--- src/rtl/uart_pkg.sv ---
// ---------------------------------------------------------------------------
// uart_pkg
// Shared definitions for the UART frame transmitter slice:
//   - frame FSM state encoding (IDLE / LOAD / WAIT / DONE)
//   - default header byte
//   - frame_len(): header + payload + checksum byte count
//   - bit_cycles(): sys_clk cycles per serial bit for a send_byte time_set
// ---------------------------------------------------------------------------
package uart_pkg;

   localparam logic [1:0] IDLE = 2'd0;
   localparam logic [1:0] LOAD = 2'd1;
   localparam logic [1:0] WAIT = 2'd2;
   localparam logic [1:0] DONE = 2'd3;

   localparam logic [7:0] DEFAULT_HEADER = 8'hA5;

   // Shortest bit period; each time_set step doubles it.
   localparam int unsigned BIT_BASE_CYCLES = 16;

   function automatic int unsigned frame_len(input int unsigned header_en,
                                             input int unsigned nbytes,
                                             input int unsigned csum_en);
      return header_en + nbytes + csum_en;
   endfunction

   function automatic int unsigned bit_cycles(input logic [2:0] time_set);
      return BIT_BASE_CYCLES << time_set;
   endfunction

endpackage

--- src/rtl/send_byte.sv ---
// ---------------------------------------------------------------------------
// send_byte
// Single-byte 8N1 UART transmitter.
// Ports:
//   sys_clk   in   system clock
//   rst_n     in   asynchronous active-low reset (line forced high)
//   time_set  in   baud select, bit period = bit_cycles(time_set) clocks
//   data      in   byte to send, sampled on the send_go edge
//   send_go   in   single-cycle start request (ignored while sending)
//   uart_tx   out  serial line, idles high
//   tx_done   out  single-cycle pulse after the stop bit has completed
// ---------------------------------------------------------------------------
module send_byte
   import uart_pkg::*;
(
   input  logic       sys_clk,
   input  logic       rst_n,
   input  logic [2:0] time_set,
   input  logic [7:0] data,
   input  logic       send_go,
   output logic       uart_tx,
   output logic       tx_done
);

   logic        active;
   logic [7:0]  data_r;
   logic [3:0]  bit_idx;   // 0 = start, 1..8 = data bits, 9 = stop
   logic [15:0] div_cnt;
   logic [15:0] div_last;

   always_comb div_last = 16'(bit_cycles(time_set) - 1);

   always_ff @(posedge sys_clk or negedge rst_n) begin
      if (!rst_n) begin
         active  <= 1'b0;
         data_r  <= 8'h00;
         bit_idx <= 4'd0;
         div_cnt <= 16'd0;
         uart_tx <= 1'b1;
         tx_done <= 1'b0;
      end else begin
         tx_done <= 1'b0;
         if (!active) begin
            if (send_go) begin
               active  <= 1'b1;
               data_r  <= data;
               bit_idx <= 4'd0;
               div_cnt <= 16'd0;
               uart_tx <= 1'b0;
            end
         end else if (div_cnt == div_last) begin
            div_cnt <= 16'd0;
            if (bit_idx == 4'd9) begin
               active  <= 1'b0;
               tx_done <= 1'b1;
               uart_tx <= 1'b1;
            end else begin
               bit_idx <= bit_idx + 4'd1;
               // Leaving bit k presents bit k+1: data_r[k] for k<8, stop after.
               uart_tx <= (bit_idx == 4'd8) ? 1'b1 : data_r[bit_idx[2:0]];
            end
         end else begin
            div_cnt <= div_cnt + 16'd1;
         end
      end
   end

endmodule

--- src/rtl/uart_frame_tx.sv ---
// ---------------------------------------------------------------------------
// uart_frame_tx
// Multi-byte UART frame transmitter: [header] payload[0..NBYTES-1] [checksum]
// serialised through one send_byte.
// Ports:
//   sys_clk      in   system clock
//   rst_n        in   asynchronous active-low reset, aborts any frame
//   frame_data   in   payload word, byte p = frame_data[8p+7:8p]
//   frame_valid  in   send request (ignored when AUTO=1)
//   frame_ready  out  high in IDLE
//   busy         out  !frame_ready
//   frame_done   out  one-cycle pulse after the last stop bit
//   uart_tx      out  serial line, idles high
//   fsm_state    out  current FSM state (uart_pkg encoding), for debug
//
// Handshake: a frame is accepted on a rising sys_clk edge where frame_valid
// and frame_ready are both high. The sender keeps frame_valid and frame_data
// stable until that edge; there is no queueing, so a request made while busy
// simply waits. frame_data is copied into a shadow register at acceptance and
// is not looked at again until the next acceptance.
// ---------------------------------------------------------------------------
module uart_frame_tx
   import uart_pkg::*;
#(
   parameter int unsigned NBYTES    = 5,
   parameter int unsigned BAUD_SEL  = 2,
   parameter int unsigned HEADER_EN = 1,
   parameter logic [7:0]  HEADER    = DEFAULT_HEADER,
   parameter int unsigned CSUM_EN   = 1,
   parameter int unsigned LSB_FIRST = 1,
   parameter int unsigned AUTO      = 0
)(
   input  logic                  sys_clk,
   input  logic                  rst_n,
   input  logic [8*NBYTES-1:0]   frame_data,
   input  logic                  frame_valid,
   output logic                  frame_ready,
   output logic                  busy,
   output logic                  frame_done,
   output logic                  uart_tx,
   output logic [1:0]            fsm_state
);

   localparam int unsigned    FRAME_LEN = frame_len(HEADER_EN, NBYTES, CSUM_EN);
   localparam int unsigned    IDXW      = $clog2(FRAME_LEN + 1);
   localparam logic [IDXW-1:0] LAST_IDX = IDXW'(FRAME_LEN - 1);

   logic [1:0]          state;
   logic [IDXW-1:0]     idx;
   logic [8*NBYTES-1:0] shadow;
   logic [7:0]          csum;
   logic [7:0]          tx_byte;
   logic                is_payload;
   logic                accept;
   logic                send_go;
   logic                tx_done;

   // Byte mux: frame index -> header, shadow payload byte, or checksum.
   always_comb begin
      int pos;
      int sel;
      pos = int'(idx) - int'(HEADER_EN);
      sel = (LSB_FIRST != 0) ? pos : int'(NBYTES) - 1 - pos;
      if (sel < 0 || sel >= int'(NBYTES)) sel = 0;
      tx_byte    = shadow[sel*8 +: 8];
      is_payload = 1'b1;
      if (HEADER_EN != 0 && idx == '0) begin
         tx_byte    = HEADER;
         is_payload = 1'b0;
      end else if (CSUM_EN != 0 && idx == LAST_IDX) begin
         tx_byte    = csum;
         is_payload = 1'b0;
      end
   end

   assign accept      = (state == IDLE) && ((AUTO != 0) || frame_valid);
   assign send_go     = (state == LOAD);
   assign frame_ready = (state == IDLE);
   assign busy        = !frame_ready;
   assign frame_done  = (state == DONE);
   assign fsm_state   = state;

   always_ff @(posedge sys_clk or negedge rst_n) begin
      if (!rst_n) begin
         state  <= IDLE;
         idx    <= '0;
         csum   <= 8'h00;
         shadow <= '0;
      end else begin
         case (state)
            IDLE: begin
               if (accept) begin
                  shadow <= frame_data;
                  csum   <= 8'h00;
                  idx    <= '0;
                  state  <= LOAD;
               end
            end
            LOAD: begin
               // Checksum covers payload only; carry wraps modulo 256.
               if (is_payload) csum <= csum + tx_byte;
               state <= WAIT;
            end
            WAIT: begin
               if (tx_done) begin
                  if (idx == LAST_IDX) begin
                     state <= DONE;
                  end else begin
                     idx   <= idx + 1'b1;
                     state <= LOAD;
                  end
               end
            end
            DONE:    state <= IDLE;
            default: state <= IDLE;
         endcase
      end
   end

   send_byte u_send_byte (
      .sys_clk  (sys_clk),
      .rst_n    (rst_n),
      .time_set (3'(BAUD_SEL)),
      .data     (tx_byte),
      .send_go  (send_go),
      .uart_tx  (uart_tx),
      .tx_done  (tx_done)
   );

endmodule

--- config.mk ---
export PLATFORM = sky130hd
export DESIGN_NAME = uart_frame_tx
export DESIGN_NICKNAME = d
export VERILOG_FILES = /design/src/rtl/uart_pkg.sv /design/src/rtl/send_byte.sv /design/src/rtl/uart_frame_tx.sv
export SDC_FILE = /design/constraint.sdc
export NUM_CORES = 1
export LEC_CHECK = 0
export ABC_AREA = 1
export CORE_AREA = 3 3 148 92
export CTS_CLUSTER_SIZE = 10
export DETAILED_ROUTE_END_ITERATION = 7
export DIE_AREA = 0 0 151 95
export PLACE_DENSITY_LB_ADDON = 0.25
export SETUP_SLACK_MARGIN = 0.3
export SYNTH_ARGS = -nofsm -noshare
export SYNTH_HDL_FRONTEND = slang
export SYNTH_HIERARCHICAL = 1
export SYNTH_SLANG_ARGS = --single-unit
--- constraint.sdc ---
create_clock -name sys_clk -period 7.22 [get_ports sys_clk]
set_clock_uncertainty 0.2 [all_clocks]
set_input_delay 2.166 -clock sys_clk [delete_from_list [all_inputs] [get_ports sys_clk]]
set_output_delay 2.166 -clock sys_clk [all_outputs]
set_load 0.005 [all_outputs]
# ---- Word-level counts from Yosys, hierarchy flattened
# Cells that the tools add are included.
dict set report word_totals {
  register_bits 84
  inputBits 43
  out_inout_bits 6
  word_cells 85
}
dict set report op_classes {
  addsub 5
  magnitude_cmp 3
  n_eq_ne 13
  shift 1
  mux 37
  bitwise 1
  n_reduce_logical 15
}
# op count
set op_table {}
lappend op_table {{2-to-1 mux 16 bit} 3}
lappend op_table {{variable part select 40 x 32 -> 8 bit} 1}
lappend op_table {{2-to-1 mux 8 bit} 4}
lappend op_table {{2-to-1 mux 29 bit} 1}
lappend op_table {{adder 16 x 1 -> 16 bit, second input constant} 1}
lappend op_table {{equality test 16 x 6 -> 1 bit, second input constant} 1}
lappend op_table {{2-to-1 mux 4 bit} 4}
lappend op_table {{case mux 8 bit (2 select lines)} 1}
lappend op_table {{2-to-1 mux 1 bit} 15}
lappend op_table {{2-to-1 mux 3 bit} 3}
lappend op_table {{adder 8 bit} 1}
lappend op_table {{equality test 4 bit, second input constant} 2}
lappend op_table {{inequality test 2 bit, second input constant} 4}
lappend op_table {{case mux 2 bit (4 select lines)} 1}
lappend op_table {{AND reduction 2 bit} 4}
lappend op_table {{2-to-1 mux 2 bit} 3}
lappend op_table {{case mux 3 bit (2 select lines)} 1}
lappend op_table {{AND reduction 3 bit} 2}
lappend op_table {{nonzero test 2 bit} 3}
lappend op_table {{adder 4 x 1 -> 4 bit, second input constant} 1}
lappend op_table {{equality test 2 bit, second input constant} 2}
lappend op_table {{greater-or-equal comparator 4 bit, second input constant} 1}
lappend op_table {{less-than comparator 3 x 4 -> 1 bit, second input constant} 1}
lappend op_table {{less-than comparator 4 x 1 -> 1 bit, second input constant} 1}
lappend op_table {{13 further kinds} 14}

# ---- Depth between registers and ports, before layout
# Gate-level depths: netlist of the first run.
dict set report depth {
  ltp_word 10
  ltp_mapped 23
  mapped_depth_nobuf 23
}

# ---- Modules after synthesis
# The synthesis of the first run kept the hierarchy.
# mod instances cells_each area_per_inst_um2 seq_area_each_um2
set by_module_without_submodules {}
lappend by_module_without_submodules {uart_frame_tx 1 406 2994.1 1326.3}
lappend by_module_without_submodules {send_byte 1 248 1914.3 777.0}

# ---- Worst setup path before layout of the first run
# OpenSTA, ideal clock, no wires.
dict set report synth_path {
  path_type {register to register}
  startpoint {register idx[0]}
  endpoint {register csum[6]}
  setup_ps 124
  arrival_time_ps 2842
  required_time_ps 6896
  setup_slack_ps 4054
  stages_incl_launch_ff 22
  path_buffers 1
  synth_period_minus_slack_ps 3166
  cell_sequence {dfrtp_1 inv_2 ha_1 inv_1 nand2_2 nand3_4 nand3_2 buf_2 nand2_1 nand3_1 a21oi_1 o22ai_1 ha_1 fa_1 nand2_1 nand2_1 a21oi_1 nor2_1 nor2_1 nor2_1 nor3_1 o21ai_1}
}
dict set report synth_via {
  elab_chain_cells 10
  elab_cells_between_ends 17
  classes_between {2 x add/sub; 2 x order compare; 2 x eq/ne; 1 x shift; 7 x mux; 3 x reduce/logical}
}
# element line_no
set synth_lines {}
lappend synth_lines {{start: declaration} uart_frame_tx.sv:49} ;# logic [IDXW-1:0] idx;
lappend synth_lines {{start signal: assignment} uart_frame_tx.sv:109} ;# idx <= idx + 1'b1;
lappend synth_lines {{subtractor 3 x 1 -> 4 bit} uart_frame_tx.sv:62} ;# pos = int'(idx) - int'(HEADER_EN);
lappend synth_lines {{less-than comparator 4 x 1 -> 1 bit or greater-or-equal comparator 4 bit (tied branches)} uart_frame_tx.sv:64} ;# if (sel < 0 || sel >= int'(NBYTES)) sel = 0;
lappend synth_lines {{logical OR 1 bit} uart_frame_tx.sv:64}
lappend synth_lines {{2-to-1 mux 29 bit} uart_frame_tx.sv:64}
lappend synth_lines {{variable part select 40 x 32 -> 8 bit} uart_frame_tx.sv:65} ;# tx_byte = shadow[sel*8 +: 8];
lappend synth_lines {{2-to-1 mux 8 bit} uart_frame_tx.sv:70} ;# end else if (CSUM_EN != 0 && idx == LAST_IDX) begin
lappend synth_lines {{2-to-1 mux 8 bit *} uart_frame_tx.sv:67} ;# if (HEADER_EN != 0 && idx == '0) begin
lappend synth_lines {{named net tx_byte[0]} uart_frame_tx.sv:52} ;# logic [7:0] tx_byte;
lappend synth_lines {{adder 8 bit *} uart_frame_tx.sv:101} ;# if (is_payload) csum <= csum + tx_byte;
lappend synth_lines {{2-to-1 mux 8 bit *} uart_frame_tx.sv:101}
lappend synth_lines {{case mux 8 bit (2 select lines) *} uart_frame_tx.sv:90} ;# case (state)
lappend synth_lines {{end signal: assignment} uart_frame_tx.sv:101}
lappend synth_lines {{end: declaration} uart_frame_tx.sv:51} ;# logic [7:0] csum;
# Mark *: on every way through the listed nets, which the timed path passes. The rest lies on a longest branch. The select of a mux whose other input is x is not followed.
# A chain may end at the register's enable or synchronous reset.

# ---- Worst setup path after layout of the first run
dict set report layout_path {
  startpoint {input frame_valid}
  endpoint {register csum[2]}
}
dict set report layout_via {
  elab_chain_cells 3
}
# element line_no
set layout_lines {}
lappend layout_lines {{start: declaration} uart_frame_tx.sv:36} ;# input logic frame_valid,
lappend layout_lines {{logical AND 1 bit} uart_frame_tx.sv:76} ;# assign accept = (state == IDLE) && ((AUTO != 0) || frame_valid);
lappend layout_lines {{inequality test 2 x 1 -> 1 bit (no line)} --}
lappend layout_lines {{AND reduction 3 bit (no line)} --}
# No other way between the ends.

==> results of run 1 <==
metal layers:
| metal | share of wire (%) | vias up | GRT usage, % |
|---|---|---|---|
| met1 | 52 | 2034 | 28.6 |
| met4 | 0.71 | 0 | 3.92 |
| met2 | 41 | 116 | 24.3 |
| li1 | - | 2215 | - |
| met5 | 0 | - | 0 |
| met3 | 5.9 | 8 | 3.98 |
registers in the layout (all words and copies together), names as in the netlist:
signal	count
idx	3
fsm_state	2
u_send_byte/active	1
shadow	40
u_send_byte/bit_idx	4
csum	8
u_send_byte/data_r	8
u_send_byte/uart_tx	1
u_send_byte/tx_done	1
u_send_byte/div_cnt	16
final cells by class:
type / count / area, µm²
timing repair buffer: 49 / 485
clock buffer: 9 / 225
sequential: 84 / 2100
tap: 165 / 206
clock inverter: 7 / 100
multi-input combinational: 495 / 2490
inverter: 65 / 249
fill: 1214 / 6320
cells in the final DEF, fill, tap and decap left out, drive strengths merged, types with 8 or more instances in the layout:
cell type	netlist	final
o22ai	11	11
nor3	8	8
nor2	32	32
nand4	13	13
conb	2	9
a21oi	15	15
ha	18	18
nand2	266	266
nand3	61	61
clkbuf	10	9
dfrtp	83	83
inv	64	65
mux2	8	8
clkdlybuf4s50	0	47
o21ai	25	25
stage by stage:
step / area [µm²] / instances / total power [µW] / worst slack (ns) / util (%)
4_1_cts: 5860 / 874 / 1030 / 2.90 / 48.1
6_report: 5860 / 874 / 1020 / 2.92 / 48.1
3_3_place_gp: 5540 / 858 / 525 / 2.62 / 45.4
5_1_grt: 5860 / 874 / 1050 / 2.73 / 48.1
3_5_place_dp: 5540 / 858 / 525 / 2.53 / 45.4
2_1_floorplan: 4930 / 661 / 492 / 4.05 / -
Yosys cell counts, drive strengths merged:
master,instances,share of area (%)
o22ai,11,1.4
mux2,8,1.8
a21o,1,0.15
a21oi,15,1.6
o21ai,25,2.5
dfrtp,83,42
o221ai,2,0.36
nor3,8,0.92
nand4,13,1.7
inv,64,5.0
a31oi,5,0.64
and2,1,0.13
nor4,1,0.13
or2,2,0.25
o211ai,1,0.15
xor2,7,1.2
nand2,266,21
dfstp,1,0.54
nand3,61,7.1
a32o,2,0.41
buf,7,1.1
o21a,1,0.15
a22o,1,0.18
clkinv,1,0.076
xnor2,3,0.54
ha,18,4.6
o31ai,1,0.15
fa,1,0.41
conb,2,0.15
clkbuf,10,0.76
nor2,32,2.5
critical path: cells and delay by family:
kind | cells | cell delay [ns]
compound gates | 1 | 0.11
buf+inv | 3 | 1.16
simple gates | 3 | 0.89
kinds of logic after synthesis:
kind of cell	share of synthesized area (%)
simple gates	33.7
mux	1.84
xor+xnor	1.78
fa+ha+maj	5.00
compound gates	7.75
other cells	0.153
flops	42.8
buf+inv	6.93
power groups by stage:
stage | Combinational (µW) | Sequential (µW) | Clock, µW
after floorplan | 12.0 | 480 | 0
after global placement | 44.6 | 480 | 0
after detailed placement | 44.9 | 480 | 0
after CTS | 45.0 | 471 | 515
after global routing | 51.4 | 471 | 532
final | 45.6 | 471 | 503
worst min-delay path by stage:
stage,end,from,slack (ns)
floorplan,shadow[16]$_DFFE_PN0P_,shadow[16]$_DFFE_PN0P_,0.25
global placement,u_send_byte/uart_tx$_DFFE_PN1P_,u_send_byte/uart_tx$_DFFE_PN1P_,0.26
detailed placement,u_send_byte/uart_tx$_DFFE_PN1P_,u_send_byte/uart_tx$_DFFE_PN1P_,0.26
CTS,u_send_byte/uart_tx$_DFFE_PN1P_,u_send_byte/uart_tx$_DFFE_PN1P_,0.27
global route,u_send_byte/uart_tx$_DFFE_PN1P_,u_send_byte/uart_tx$_DFFE_PN1P_,0.28
finish,u_send_byte/uart_tx$_DFFE_PN1P_,u_send_byte/uart_tx$_DFFE_PN1P_,0.27
==> metrics.txt, run 1 <==
result of the run completed; master cell of the clock root buffer sky130_fd_sc_hd__clkbuf_16; Max IR drop VDD 127 µV; first-pass GRT wire length 20400 µm; I/O Buffers 48; CTS Hold Buffers Added 0; R2R depth 18; Max Cap Violations 0; most used cell, CP sky130_fd_sc_hd__nand2_1; DRC viols 0; final-report setup violation count 0; Syn Std Cell Area 4910 µm²; max incr delay on CP 0.69 ns; Mapped Cells 654; clk buf depth 2; count of nets after finishing 766; vias in the first global route 4122; number of diodes 0; area delta synth->final 19.4%; startpoint class of the critical path input port; Via-to-Cell Ratio 5.00; antenna-violating nets left 0; largest driver fanout on the critical path 43; antenna violations before repair 0; capturing point of the worst reg2reg path csum[5]$_DFFE_PN0P_; mean routed wirelength per cell 13.9 µm; final weighted congestion of routability-driven global placement 0.860; critical path launch point frame_valid; sw frac 21.5%; critical path required time 7.26 ns; floorplan die width 151 µm; Sinks on Clock Net 84; end of the critical path csum[2]$_DFFE_PN0P_; number of top-level pins 49; TNS Setup 0 ns; Skew-Pair Late Insertion Delay 0.34 ns; row count 31; count of pins over their slew limit 0; worst hold slack after final layout 0.269 ns; ratio of total power to cell area 174 nW/µm²; Hold Crit Depth 2; Yosys Warn Count 6; number of CTS-inserted buffers 9; internal reg-to-reg setup slack 3.18 ns; DRT Pass-1 Iters 5; Max H-tree Level 3; 1st-iter DRT viols 316; Fmax 0.233 GHz; proportion of power drawn by combinational gates 4.5%; Worst Setup Path Type input port to flip-flop; final routed wirelength across all metal layers 12100 µm; startpoint of the worst register-to-register path idx[0]$_DFFE_PN0P_; cell leakage power 0.00301 µW; Final min period 4.30 ns; library cells used by synthesis 45; synthesized flop and latch total 84; overall die height 95 µm; classification of the worst-slack hold path flip-flop to flip-flop; maximum number of pins on one net before global-route repair 85; unrepaired setup endpoints after global routing no; worst-case headroom to the max-slew limit 29.8%; CORE AREA 12200 µm²; CP Capture Type flip-flop; power share of the sequential group 46.2%; Clk network pwr share 49.3%; proportion of layout cells with a drive suffix above 1 8.18%; sum of net half-perimeters after detailed placement 9010 µm; final critical-path share of the clock period 59.6%; signal arrival time at the worst endpoint 4.34 ns; clock tree from TritonCTS yes; post-CTS setup buffer count 0; net switching power of the design 219 µW; final hold violations 0; initial core utilization 40.3%; chain of cells forming the critical path clkdlybuf4s50_1 > nand2_1 > buf_4 > inv_2 > nor2_1 > nand2_1 > o31ai_1; GRT Resource Usage Total 18.0%; Clock transition at path regs 0.06 ns; via count of the routed design 4373; cell with the largest stage delay on the worst path sky130_fd_sc_hd__nor2_1; die area 14300 µm²; post-cts gate resize count 0; sequential fraction of the synthesis area 42.8%; Congestion Overflow GR 0; Int Pwr 800 µW; Syn Area/Cell 7.51 µm²; Tightest Pin Transition 1.05 ns
No activity file was read; power rests on OpenSTA's default activity.
==> run 2: changes to the inputs <==
clock period = 4.5 ns   (was 7.22 ns; I/O delays follow)
==> run 2 against run 1 <==
Die area unchanged. Via count grew 0.85%. Cell count is 0.23% higher. Critical path depth increased by 13. Wire length grew 1.9%. Critical path type is now flip-flop to flip-flop. Critical endpoint is now csum[5]$_DFFE_PN0P_.
==> metrics.txt, run 2 (synthesis results as in run 1) <==
Skew-Pair Late Insertion Delay 0.35 ns (about the same); sw frac 24.0% (+2.5 points); CORE AREA 12200 µm² (unchanged); master cell of the clock root buffer sky130_fd_sc_hd__clkbuf_16; floorplan die width 151 µm (unchanged); number of diodes 0 (unchanged); sum of net half-perimeters after detailed placement 9300 µm (+3.2%); Sinks on Clock Net 84 (unchanged); DRC viols 0 (unchanged); worst-case headroom to the max-slew limit 27.6% (-2.3 points); most common cell after layout, fill and taps aside sky130_fd_sc_hd__nand2_1; Worst Setup Path Type flip-flop to flip-flop; power share of the sequential group 48.5% (+2.3 points); most frequent cells in the layout sky130_fd_sc_hd__nand2_1 (261), sky130_fd_sc_hd__dfrtp_1 (83), sky130_fd_sc_hd__nand3_1 (55), sky130_fd_sc_hd__inv_1 (49), sky130_fd_sc_hd__clkdlybuf4s50_1 (47); Top Registers shadow x40, u_send_byte/div_cnt x16; 1st-iter DRT viols 370 (+17%); capturing point of the worst reg2reg path csum[5]$_DFFE_PN0P_; count of nets after finishing 768 (+0.26%); Tightest Pin Transition 1.09 ns (+0.0338 ns); row count 31 (unchanged); Via-to-Cell Ratio 5.03 (+0.62%); R2R depth 20 (+2); first-pass GRT wire length 20000 µm (-1.9%); via count of the routed design 4410 (+0.85%); I/O Buffers 48 (unchanged); unrepaired setup endpoints after global routing no; overall die height 95 µm (unchanged); Fmax 0.268 GHz; count of pins over their slew limit 0 (unchanged); Post-Place Cells 860 (+0.23%); GRT Resource Usage Total 17.9% (-0.075 points); hold path startpoint u_send_byte/uart_tx$_DFFE_PN1P_; clock tree from TritonCTS yes; critical path required time 4.54 ns (-2.72 ns); vias in the first global route 3945 (-4.3%); final routed wirelength across all metal layers 12400 µm (+1.9%); antenna-violating nets left 0 (unchanged); cell leakage power 0.00301 µW (about the same); Clock transition at path regs 0.07 ns (about the same); clk buf depth 2 (unchanged); number of CTS-inserted buffers 9 (unchanged); net switching power of the design 374 µW (+71%); final hold violations 0 (unchanged); Congestion Overflow GR 0 (unchanged); Layout Cells excl Fill 876 (+0.23%); Int Pwr 1180 µW (+48%); largest driver fanout on the critical path 16 (-63%); signal arrival time at the worst endpoint 3.77 ns (-0.57 ns); DRT Pass-1 Iters 5 (unchanged); CP Capture Type flip-flop; final-report setup violation count 0 (unchanged); proportion of layout cells with a drive suffix above 1 8.58% (+0.40 points); startpoint class of the critical path flip-flop; max FFs per register 40 (unchanged); Hold Crit Depth 2 (unchanged); fin area 5850 µm² (-0.21%); result of the run completed; initial core utilization 40.3% (unchanged); final weighted congestion of routability-driven global placement 0.918 (+6.7%); sink of the worst hold path u_send_byte/uart_tx$_DFFE_PN1P_; internal reg-to-reg setup slack 0.77 ns (-2.41 ns); classification of the worst-slack hold path flip-flop to flip-flop; antenna violations before repair 0 (unchanged); final critical-path share of the clock period 83.0%; largest register by flop count shadow; proportion of power drawn by combinational gates 4.6% (about the same); startpoint of the worst register-to-register path idx[0]$_DFFE_PN0P_; Clk network pwr share 46.8% (-2.5 points); TNS Setup 0 ns (unchanged); Max H-tree Level 3 (unchanged); area delta synth->final 19.1%; placed instance area 5550 µm² (+0.27%); Max IR drop VDD 143 µV (+12%); Max Cap Violations 0 (unchanged); Final min period 3.73 ns; ratio of total power to cell area 266 nW/µm² (+53%); maximum number of pins on one net before global-route repair 85 (unchanged); mean routed wirelength per cell 14.1 µm (+1.7%); number of top-level pins 49 (unchanged); die area 14300 µm² (unchanged)
run 2: power groups by stage:
stage / Sequential [µW] / Combinational, µW / Clock [µW]
after CTS: 755 / 71.0 / 745
after detailed placement: 770 / 70.8 / 0
after floorplan: 770 / 19.2 / 0
after global routing: 755 / 80.3 / 775
final: 756 / 72.1 / 729
after global placement: 770 / 70.0 / 0
run 2: stage by stage:
| stage | total power, µW | worst slack [ns] | hold slack (ns) | utilization [%] |
|---|---|---|---|---|
| CTS | 1570 | 0.779 | 0.276 | 48.0 |
| floorplan | 789 | 1.33 | 0.249 | - |
| global placement | 840 | 0.988 | 0.261 | 45.6 |
| detailed placement | 841 | 0.789 | 0.265 | 45.6 |
| global route | 1610 | 0.359 | 0.288 | 48.0 |
| finish | 1560 | 0.767 | 0.272 | 48.0 |
run 2: cell type report:
| class | instances | area, µm² |
|---|---|---|
| multi-input combinational | 495 | 2500 |
| tap | 165 | 206 |
| sequential | 84 | 2100 |
| clock inverter | 7 | 66.3 |
| inverter | 65 | 249 |
| clock buffer | 9 | 225 |
| fill | 1204 | 6330 |
| timing repair buffer | 51 | 500 |
run 2: timing repair:
| item | 4_1_cts | 5_1_grt |
|---|---|---|
| endpoints found under the setup margin | 0 | 1 |
| setup buffers | 0 | 0 |
| endpoints found under the hold margin | 0 | 0 |
| resized for setup | 0 | 1 |
| hold buffers | 0 | 0 |
run 2: worst max-delay path, cell delays in order (launching register included):
cell and delay, ns:
sky130_fd_sc_hd__dfrtp_1 0.51, sky130_fd_sc_hd__inv_2 0.17, sky130_fd_sc_hd__ha_1 0.24, sky130_fd_sc_hd__inv_1 0.06
sky130_fd_sc_hd__nand2_2 0.07, sky130_fd_sc_hd__nand3_4 0.10, sky130_fd_sc_hd__nand3_2 0.27, sky130_fd_sc_hd__inv_2 0.31
sky130_fd_sc_hd__nand2_1 0.12, sky130_fd_sc_hd__a32o_1 0.26, sky130_fd_sc_hd__nand2_1 0.07, sky130_fd_sc_hd__nand2_1 0.05
sky130_fd_sc_hd__nand2_1 0.08, sky130_fd_sc_hd__ha_1 0.27, sky130_fd_sc_hd__nand3_1 0.11, sky130_fd_sc_hd__nand3_1 0.13
sky130_fd_sc_hd__nand2_1 0.11, sky130_fd_sc_hd__nand2_1 0.05, sky130_fd_sc_hd__a21oi_1 0.18, sky130_fd_sc_hd__a21oi_1 0.10
sky130_fd_sc_hd__a21o_1 0.16
run 2: worst max path at each step:
stage | start | slack [ns] | to
floorplan | idx[0]$_DFFE_PN0P_ | 1.33 | csum[6]$_DFFE_PN0P_
global placement | idx[0]$_DFFE_PN0P_ | 0.99 | csum[5]$_DFFE_PN0P_
detailed placement | idx[0]$_DFFE_PN0P_ | 0.79 | csum[6]$_DFFE_PN0P_
CTS | idx[0]$_DFFE_PN0P_ | 0.78 | csum[6]$_DFFE_PN0P_
global route | idx[0]$_DFFE_PN0P_ | 0.36 | csum[5]$_DFFE_PN0P_
finish | idx[0]$_DFFE_PN0P_ | 0.77 | csum[5]$_DFFE_PN0P_
run 2: per-layer routing:
layer  track usage, %  vias up  share of wire [%]
li1                 -     2213                  -
met1             28.9     2041                 52
met2             23.4      141                 39
met3             4.27       15                7.5
met4             4.07        0                1.0
met5                0        -                  0
==> run 3: changes to the inputs <==
clock period = 3.3 ns   (was 4.5 ns; I/O delays follow)
==> run 3 against run 2 <==
The run now ends with negative setup slack left. Total power rose by 38%. Via count rose by 7.3%. Sequential share of layout area fell by 3.6 points. Count of clock-buffer cells in the layout rose by 3. Non-clock buffer count rose by 39. Maximum frequency rose by 11%. Setup slack got worse by 0.82 ns. Register-to-register slack got worse by 0.82 ns. Largest power group unchanged. Highest routed layer unchanged.
==> metrics.txt, run 3 (synthesis results as in run 1) <==
CORE AREA 12200 µm² (unchanged); Congestion Overflow GR 0 (unchanged); GRT Resource Usage Total 19.4% (+1.5 points); I/O Buffers 48 (unchanged); Top Registers shadow x40, u_send_byte/div_cnt x16; number of diodes 0 (unchanged); Tightest Pin Transition 0.882 ns (-0.205 ns); most frequent cells in the layout sky130_fd_sc_hd__nand2_1 (251), sky130_fd_sc_hd__dfrtp_1 (82), sky130_fd_sc_hd__clkdlybuf4s50_1 (47), sky130_fd_sc_hd__nand3_1 (44), sky130_fd_sc_hd__inv_1 (44); antenna-violating nets left 0 (unchanged); signal arrival time at the worst endpoint 3.42 ns (-0.35 ns); startpoint class of the critical path flip-flop; Skew-Pair Late Insertion Delay 0.34 ns (about the same); final-report setup violation count 1 (+1); max FFs per register 40 (unchanged); overall die height 95 µm (unchanged); Clock transition at path regs 0.06 ns (about the same); antenna violations before repair 0 (unchanged); sum of net half-perimeters after detailed placement 9880 µm (+6.2%); maximum number of pins on one net before global-route repair 46 (-46%); master cell of the clock root buffer sky130_fd_sc_hd__clkbuf_16; Worst Setup Path Type flip-flop to flip-flop; via count of the routed design 4732 (+7.3%); Via-to-Cell Ratio 5.17 (+2.6%); Max Cap Violations 0 (unchanged); first-pass GRT wire length 21900 µm (+9.4%); clk buf depth 2 (unchanged); unrepaired setup endpoints after global routing yes; clock tree from TritonCTS yes; CP Capture Type flip-flop; floorplan die width 151 µm (unchanged); row count 31 (unchanged); number of top-level pins 49 (unchanged); Final min period 3.36 ns (-0.376 ns); cell leakage power 0.00324 µW (+7.8%); mean routed wirelength per cell 15.4 µm (+9.3%); critical path required time 3.36 ns (-1.18 ns); violated checks negative setup slack; 1st-iter DRT viols 477 (+29%); result of the run finished, violations left; largest driver fanout on the critical path 6 (-10); Max H-tree Level 3 (unchanged); vias in the first global route 4416 (+12%); Sinks on Clock Net 84 (unchanged); least setup slack across all paths after layout -0.0571 ns (-0.824 ns); ratio of total power to cell area 330 nW/µm² (+24%); worst-case headroom to the max-slew limit 41.0% (+13 points); initial core utilization 40.3% (unchanged); number of CTS-inserted buffers 9 (unchanged); final hold violations 0 (unchanged); Post-Place Cells 871 (+1.3%); Power Total 2150 µW (+38%); classification of the worst-slack hold path flip-flop to flip-flop; Max IR drop VDD 213 µV (+49%); Fmax 0.298 GHz (+11%); Layout Cells excl Fill 916 (+4.6%); final critical-path share of the clock period 102% (+19 points); largest register by flop count shadow; DRT Pass-1 Iters 5 (unchanged); DRC viols 0 (unchanged); die area 14300 µm² (unchanged); proportion of layout cells with a drive suffix above 1 19.4% (+11 points); count of nets after finishing 808 (+5.2%); area delta synth->final 32.6%; final routed wirelength across all metal layers 14100 µm (+14%); count of pins over their slew limit 0 (unchanged); final weighted congestion of routability-driven global placement 0.902 (-1.7%); most common cell after layout, fill and taps aside sky130_fd_sc_hd__nand2_1
==> run 3: cell count changes in the layout (fill, tap and decap cells not counted), sizes merged <==
cell    before  now
buf          4   42
bufinv       0    1
clkbuf       9   13
clkinv       3    5
inv         69   63
nand3       61   62
==> run 3: worst paths after layout <==
kind	start	end	slack, ns	cells after the start
max reg2reg	idx[0]$_DFFE_PN0P_	csum[6]$_DFFE_PN0P_	-0.06	22
min reg2reg	u_send_byte/uart_tx$_DFFE_PN1P_	u_send_byte/uart_tx$_DFFE_PN1P_	0.27	2
max in group asynchronous	rst_n	shadow[5]$_DFFE_PN0P_	1.68	2
min in group asynchronous	rst_n	fsm_state[1]$_DFFE_PN0P_	0.44	1
min	u_send_byte/uart_tx$_DFFE_PN1P_	u_send_byte/uart_tx$_DFFE_PN1P_	0.27	2
max	idx[0]$_DFFE_PN0P_	csum[6]$_DFFE_PN0P_	-0.06	22
==> run 3: final cells by class <==
| cell class | count | area, µm² |
|---|---|---|
| clock buffers | 12 | 246 |
| repair buffers | 90 | 830 |
| fillers | 1117 | 5670 |
| inverters | 65 | 262 |
| multi-input cells | 496 | 2810 |
| clock inverters | 4 | 48.8 |
| flip-flops and latches | 84 | 2100 |
| well taps | 165 | 206 |
==> run 3: metal layers <==
layer  part of all wire (%)  vias to the layer above  wire length (µm)  GRT usage [%]
li1                       -                     2301                 -              -
met1                     49                     2252              6940           30.0
met2                     43                      162              6030           26.3
met3                    6.7                       17               948           4.70
met4                    1.4                        0               195           5.43
met5                      0                        -                 0              0
==> run 3: timing repair <==
action                     in CTS  in global routing
gates cloned                    0                  2
setup endpoints to repair       4                  6
pin swaps                       5                 28
resized for setup              11                 53
setup buffers                   5                 22
hold buffers                    0                  0
==> run 3: power breakdown <==
group,leakage [µW],total (µW),switching (µW),internal [µW]
clock,0.000147,1010,405,606
sequential,0.00112,1030,0.885,1030
combinational,0.00198,102,47.9,54.4
==> run 3: per-stage QoR <==
stage	cell area [µm²]	hold WS (ns)	setup WS [ns]	utilization (%)	TNS (ns)
global placement	5670	0.261	0.127	46.5	0
CTS	6060	0.272	0.0763	49.8	0
floorplan	4980	0.249	0.303	-	0
global route	6510	0.289	-0.196	53.4	-0.271
finish	6510	0.269	-0.0571	53.4	-0.0571
detailed placement	5670	0.262	-0.0664	46.5	-0.0664
==> run 3: worst max-delay path, stage by stage, from the launching register on <==
cell,delay (ns)
sky130_fd_sc_hd__dfrtp_2,0.41
sky130_fd_sc_hd__clkinv_4,0.10
sky130_fd_sc_hd__ha_2,0.19
sky130_fd_sc_hd__inv_2,0.05
sky130_fd_sc_hd__nand2_2,0.06
sky130_fd_sc_hd__nand3_4,0.13
sky130_fd_sc_hd__nand3_4,0.14
sky130_fd_sc_hd__buf_8,0.17
sky130_fd_sc_hd__nand2_2,0.06
sky130_fd_sc_hd__nand3_2,0.07
sky130_fd_sc_hd__a21oi_2,0.13
sky130_fd_sc_hd__o22ai_2,0.09
sky130_fd_sc_hd__ha_2,0.22
sky130_fd_sc_hd__fa_2,0.37
sky130_fd_sc_hd__nand2_2,0.08
sky130_fd_sc_hd__nand2_2,0.07
sky130_fd_sc_hd__a21oi_4,0.16
sky130_fd_sc_hd__nor2_2,0.06
sky130_fd_sc_hd__nor2_1,0.09
sky130_fd_sc_hd__nor2_1,0.08
sky130_fd_sc_hd__nor2_1,0.12
sky130_fd_sc_hd__o21ai_0,0.09
sky130_fd_sc_hd__o21ai_1,0.14
